--- config.mk ---
export PLATFORM = sky130hd
export DESIGN_NAME = fetch_ctrl
export DESIGN_NICKNAME = d
export VERILOG_FILES = /design/src/rtl/fetch_pkg.sv /design/src/rtl/fetch_perf_cnt.sv /design/src/rtl/fetch_ctrl.sv
export SDC_FILE = /design/constraint.sdc
export NUM_CORES = 1
export LEC_CHECK = 0
export BUFFER_PORTS_ARGS = -buffer_cell sky130_fd_sc_hd__clkbuf_2
export CORE_ASPECT_RATIO = 0.8
export CORE_MARGIN = 5
export CORE_UTILIZATION = 45
export DETAILED_ROUTE_END_ITERATION = 12
export PLACE_DENSITY = 0.85
export SYNTH_ARGS = -nofsm -noshare
export SYNTH_HDL_FRONTEND = slang
export SYNTH_SLANG_ARGS = --single-unit
--- constraint.sdc ---
create_clock -name clk -period 2.2 [get_ports clk]
set_input_delay 0.33 -clock clk [delete_from_list [all_inputs] [get_ports clk]]
set_output_delay 0.33 -clock clk [all_outputs]
set_load 0.01 [all_outputs]
--- src/rtl/fetch_pkg.sv ---
// rtl/fetch_pkg.sv - shared state encoding, class bit indices and reset PC for the fetch sequencer
package fetch_pkg;

  localparam logic [31:0] RESET_PC_DEFAULT = 32'h8000_0000;

  localparam int CLS_EBREAK = 0;
  localparam int CLS_ECALL  = 1;
  localparam int CLS_MRET   = 2;
  localparam int CLS_JAL    = 3;
  localparam int CLS_JALR   = 4;
  localparam int CLS_BEQ    = 5;
  localparam int CLS_BNE    = 6;
  localparam int CLS_BGE    = 7;
  localparam int CLS_BGEU   = 8;
  localparam int CLS_BLTU   = 9;
  localparam int CLS_BLT    = 10;
  localparam int CLS_SEQ    = 11;

  typedef enum logic [2:0] {
    S_IDLE,
    S_REQ,
    S_WAIT,
    S_HOLD,
    S_RESOLVE,
    S_HALT
  } fetch_state_e;

endpackage

--- src/rtl/fetch_perf_cnt.sv ---
// rtl/fetch_perf_cnt.sv - 32-bit saturating event counter with enable
module fetch_perf_cnt (
  input  logic        clk_i,
  input  logic        rst_ni,
  input  logic        en_i,
  output logic [31:0] count_o
);

  logic [31:0] count_q, count_d;

  always_comb begin
    count_d = count_q;
    if (en_i && (count_q != 32'hFFFF_FFFF)) begin
      count_d = count_q + 32'd1;
    end
  end

  always_ff @(posedge clk_i or negedge rst_ni) begin
    if (!rst_ni) begin
      count_q <= '0;
    end else begin
      count_q <= count_d;
    end
  end

  assign count_o = count_q;

endmodule

--- src/rtl/fetch_ctrl.sv ---
// rtl/fetch_ctrl.sv - instruction fetch sequencer; FETCH_CTRL_PERF_EN enables the redirect-wait cycle counter
module fetch_ctrl
  import fetch_pkg::*;
#(
  parameter logic [31:0] RESET_PC = RESET_PC_DEFAULT
) (
  input  logic        clk,
  input  logic        rst,
  output logic        imem_req_valid,
  input  logic        imem_req_ready,
  output logic [31:0] imem_req_addr,
  input  logic        imem_resp_valid,
  input  logic [31:0] imem_resp_inst,
  output logic [31:0] pd_inst,
  input  logic [11:0] pd_class,
  input  logic        pd_not_jump,
  output logic        id_valid,
  input  logic        id_ready,
  output logic [31:0] id_inst,
  output logic [31:0] id_pc,
  input  logic        redirect_valid,
  input  logic [31:0] redirect_pc,
  output logic        halt,
  output logic [31:0] stall_cycles
);

  fetch_state_e state_q, state_d;
  logic [31:0]  pc_q, pc_d;
  logic [31:0]  inst_q, inst_d;

  // Only ebreak is decoded here; every other class reaches us folded into pd_not_jump.
  logic unused_inputs;
  assign unused_inputs = ^{pd_class[CLS_SEQ:CLS_ECALL], redirect_pc[1:0]};

  always_ff @(posedge clk or negedge rst) begin
    if (!rst) begin
      state_q <= S_IDLE;
      pc_q    <= RESET_PC;
      inst_q  <= '0;
    end else begin
      state_q <= state_d;
      pc_q    <= pc_d;
      inst_q  <= inst_d;
    end
  end

  always_comb begin
    state_d        = state_q;
    pc_d           = pc_q;
    inst_d         = inst_q;
    imem_req_valid = 1'b0;
    id_valid       = 1'b0;
    halt           = 1'b0;
    case (state_q)
      S_IDLE: state_d = S_REQ;
      S_REQ: begin
        imem_req_valid = 1'b1;
        if (imem_req_ready) state_d = S_WAIT;
      end
      S_WAIT: begin
        if (imem_resp_valid) begin
          inst_d  = imem_resp_inst;
          state_d = S_HOLD;
        end
      end
      S_HOLD: begin
        id_valid = 1'b1;
        if (id_ready) begin
          if (pd_class[CLS_EBREAK]) begin
            state_d = S_HALT;
          end else if (pd_not_jump) begin
            pc_d    = pc_q + 32'd4;
            state_d = S_REQ;
          end else begin
            state_d = S_RESOLVE;
          end
        end
      end
      S_RESOLVE: begin
        if (redirect_valid) begin
          pc_d    = {redirect_pc[31:2], 2'b00};
          state_d = S_REQ;
        end
      end
      S_HALT:  halt = 1'b1;
      default: state_d = S_IDLE;
    endcase
  end

  assign imem_req_addr = pc_q;
  assign pd_inst       = inst_q;
  assign id_inst       = inst_q;
  assign id_pc         = pc_q;

`ifdef FETCH_CTRL_PERF_EN
  fetch_perf_cnt u_perf_cnt (
    .clk_i  (clk),
    .rst_ni (rst),
    .en_i   (state_q == S_RESOLVE),
    .count_o(stall_cycles)
  );
`else
  assign stall_cycles = '0;
`endif

endmodule

==> parameters.txt <==
Parameter                              Value

Synthesis
  Cells after Synth ... 449
  Warning count from the yosys run ... 0
  Average cell area after synthesis ... 9.71 um2
  Main synth FF type ... dfrtp_1
  Most frequent cell after synthesis ... buf_4
  Area share of the largest cell type after synthesis ... 0.367
  Combined area of all synthesized cells ... approximately 0.0044 mm2
  Top post-synthesis cells by count ... buf_4 (99), dfrtp_1 (64), mux2_2 (32), nand2_1 (22), a21oi_1 (21)
  Post-synthesis sequential area ratio ... 0.373
  Synthesized flop and latch total ... between 60 and 70
  Post-synth ARST share ... 1.00
  EDFF count, synth ... 0
  Synth area leaders ... dfrtp_1 (37%), buf_4 (17%), mux2_2 (8.3%)
  Area leader, netlist ... dfrtp_1
  Number of distinct library cells after synthesis ... 62

Pwr
  Sequential power share ... 0.318
  IR Drop Worst-Case VDD ... approximately 0.00055 V
  P_leak ... 0.00256 uW
  Clock power share ... 0.227
  Net switching fraction of the power ... 0.403
  Switching power ... 2780 uW
  Power Dens Cells ... between 1000 and 1500 mW/mm2
  Internal power consumption ... ~4100 uW
  Power share of the combinational group ... 0.455

CTS
  Clock insertion delay at the later pin of the skew report ... ~0.33 ns
  TritonCTS clock tree ... yes
  Number of levels in the clock H-tree ... 3
  Clock transition at the registers of the reported paths ... roughly 0.060 ns
  Number of CTS-inserted buffers ... 9
  Number of buffers added for setup after CTS ... 0
  Clock sinks ... 65
  Cell at the root of the clock tree ... clkbuf_16
  Number of buffers on the longest clock path ... 2

STA
  Highest clock rate ... approximately 500 MHz
  Setup violators final ... 0
  Final period demand of the worst path ... between 1.5 and 2 ns
  Final sum of negative setup slack ... 0 ns
  Max-slew violations ... 0
  Setup repair after global routing missed its margin ... false
  Worst-case headroom to the max-slew limit ... 0.524
  Skew final ... roughly 0.0074 ns
  Hold_ws ... 0.0227 ns
  Worst Tran Pin Value ... ~0.71 ns
  Hold violation count in the final report ... 0
  Crit share post-route ... 0.907

Global route
  Aggregate global-route resource usage ... 0.205
  Wire length of the first global-routing pass ... 19.6 mm
  Maximum number of pins on one net before global-route repair ... 44
  Total global routing overflow ... 0
  Initial antenna violation count ... 0
  Via count of the first global-routing pass ... roughly 3900

Critical path
  Longest individual stage delay on the worst path ... roughly 0.44 ns
  CP Data Arrival Time ... 2.27 ns
  Category of cells accounting for the largest share of critical-path delay ... simple AND/OR/NAND/NOR gates
  Worst path most repeated cell ... buf_4
  CP Data Required Time ... 2.47 ns
  CP Capture Type ... register
  CP max-delay cell ... dfrtp_1
  Chain of cells forming the critical path ... buf_4, nor3b_2, buf_4, and2_1, a22o_1, a211o_1
  Maximum fanout along the worst path ... 26
  Startpoint type of the worst setup path ... register
  Start-to-end type of the worst setup path ... register to register
  Buffers plus inverters on the worst setup path ... 2

Flow run
  Max capacitance violation total ... 0

Placed design
  Quantity of I/O buffers inserted on ports ... approximately 200
  DP Area ... 0.00488 mm2
  Half-perimeter wire length after placement ... roughly 9.5 mm
  RD Place Congestion ... 0.855

Run status
  Outcome ... complete, no violations

Die
  Floorplan row count ... 32
  Full die area ... ~0.012 mm2
  Initial Util ... 0.456
  IO Count ... 246
  Die extent in y ... roughly 98 um
  Total core area ... 0.00957 mm2
  Horizontal die dimension ... between 100 and 150 um

Layout
  Nets ... 666
  Share of post-route cells with drive strength above 1 ... 0.467
  Area of the multi-input gates ... between 0.002 and 0.0025 mm2
  Fin area ... about 0.0052 mm2
  Area used by sequential logic in the layout ... around 0.0016 mm2
  Area growth from synthesis to layout ... 19.7%
  Number of inserted diodes ... 0
  Total of fill cells in the finished design ... 826

Routing
  Detailed-route DRC error count ... 0
  Post-detailed-routing wire length ... around 12 mm
  Via count of the routed design ... just under 4000
  Vias/cell ... around 5.6
  Final antenna-violating net count ... 0
  Violation count after the first detailed-routing iteration ... between 300 and 400
  Average wire per standard cell ... ~18 um
  First-pass iteration count of the detailed router ... 5

Hold path
  Worst Hold Class ... input port to asynchronous set/reset pin
## cells in the final DEF, fill, tap and decap left out, drive strengths merged, types with 3 or more instances in the layout
cell type | synthesis | routed
a211oi | 7 | 7
a2bb2oi | 5 | 5
nor4 | 4 | 4
buf | 109 | 15
nand4 | 12 | 12
and2 | 6 | 6
nor3 | 6 | 6
a31oi | 3 | 3
or4 | 3 | 3
mux2i | 3 | 3
mux2 | 32 | 32
and3 | 8 | 8
dfrtp | 64 | 64
a22oi | 5 | 5
o22ai | 9 | 9
a21oi | 23 | 23
nand3 | 13 | 13
nor2 | 16 | 16
o211ai | 3 | 3
nand2 | 22 | 22
o22a | 4 | 4
and4 | 13 | 13
conb | 1 | 36
nand2b | 6 | 6
o21ai | 15 | 15
clkbuf | 14 | 205
nand3b | 4 | 4
nor3b | 5 | 5
## worst register-to-register path, stage by stage, from the launching register on
cell     delay [ns]
dfrtp_1        0.44
buf_4          0.21
nor3b_2        0.32
buf_4          0.35
and2_1         0.33
a22o_1         0.19
a211o_1        0.10
## what timing repair did
action | in CTS | in global routing
endpoints found under the setup margin | 0 | 14
gates resized for setup | 0 | 1
hold buffers | 0 | 0
## per-layer routing
layer,part of all wire,track usage,vias up
li1,-,-,1787
met4,0.026,0.0766,0
met2,0.50,0.353,263
met5,0,0,-
met3,0.10,0.0498,41
met1,0.37,0.250,1880
## final timing paths
kind	startpoint	endpoint	slack, ns	cells after the start
worst min register to register	id_inst[24]	id_inst[24]	0.53	1
min in group clk	imem_resp_inst[28]	id_inst[28]	0.23	2
worst max register to register	state_q[0]	id_pc[21]	0.20	6
worst min-delay path	rst	id_inst[31]	0.02	2
worst max-delay path	state_q[0]	id_pc[21]	0.20	6
max in group asynchronous	rst	id_pc[31]	1.79	2
## flip-flops by register name, summed over array words and instances (netlist names)
name,count
id_pc,30
id_inst,32
state_q,3
## layout make-up
type,count,area share
Multi-Input combinational cell,295,0.386
Clock inverter,6,0.0173
Sequential cell,65,0.312
Tap cell,119,0.0285
Inverter,1,0.000719
Clock buffer,10,0.0458
Timing Repair Buffer,210,0.210
## power by group through the flow
| stage | clock network [uW] | logic (uW) | registers [uW] |
|---|---|---|---|
| 6_report | 1570 | 3140 | 2200 |
| 3_3_place_gp | 0 | 3060 | 2160 |
| 2_1_floorplan | 0 | 2230 | 2320 |
| 4_1_cts | 1590 | 3150 | 2190 |
| 5_1_grt | 1650 | 3400 | 2280 |
| 3_5_place_dp | 0 | 3130 | 2220 |
## logic make-up (layout without fill, tap and decap cells)
family	count (synthesis)	after routing	synth area share
buffers and inverters	124	227	0.199
DFF	65	65	0.373
other	1	36	0.000860
and+or+nand+nor	131	131	0.185
AOI/OAI and AO/OA	92	92	0.149
muxes	35	35	0.0895
adders and majority gates	1	1	0.00287
## through the flow
stage               utilization  worst slack (ns)  power (uW)  std cells
floorplan                     -             0.290        4550        484
global placement          0.510             0.213        5220        690
detailed placement        0.510             0.121        5350        690
CTS                       0.544             0.106        6940        706
global route              0.546            0.0408        7330        706
finish                    0.546             0.204        6900        706
No activity file was read; power rests on OpenSTA's default activity.
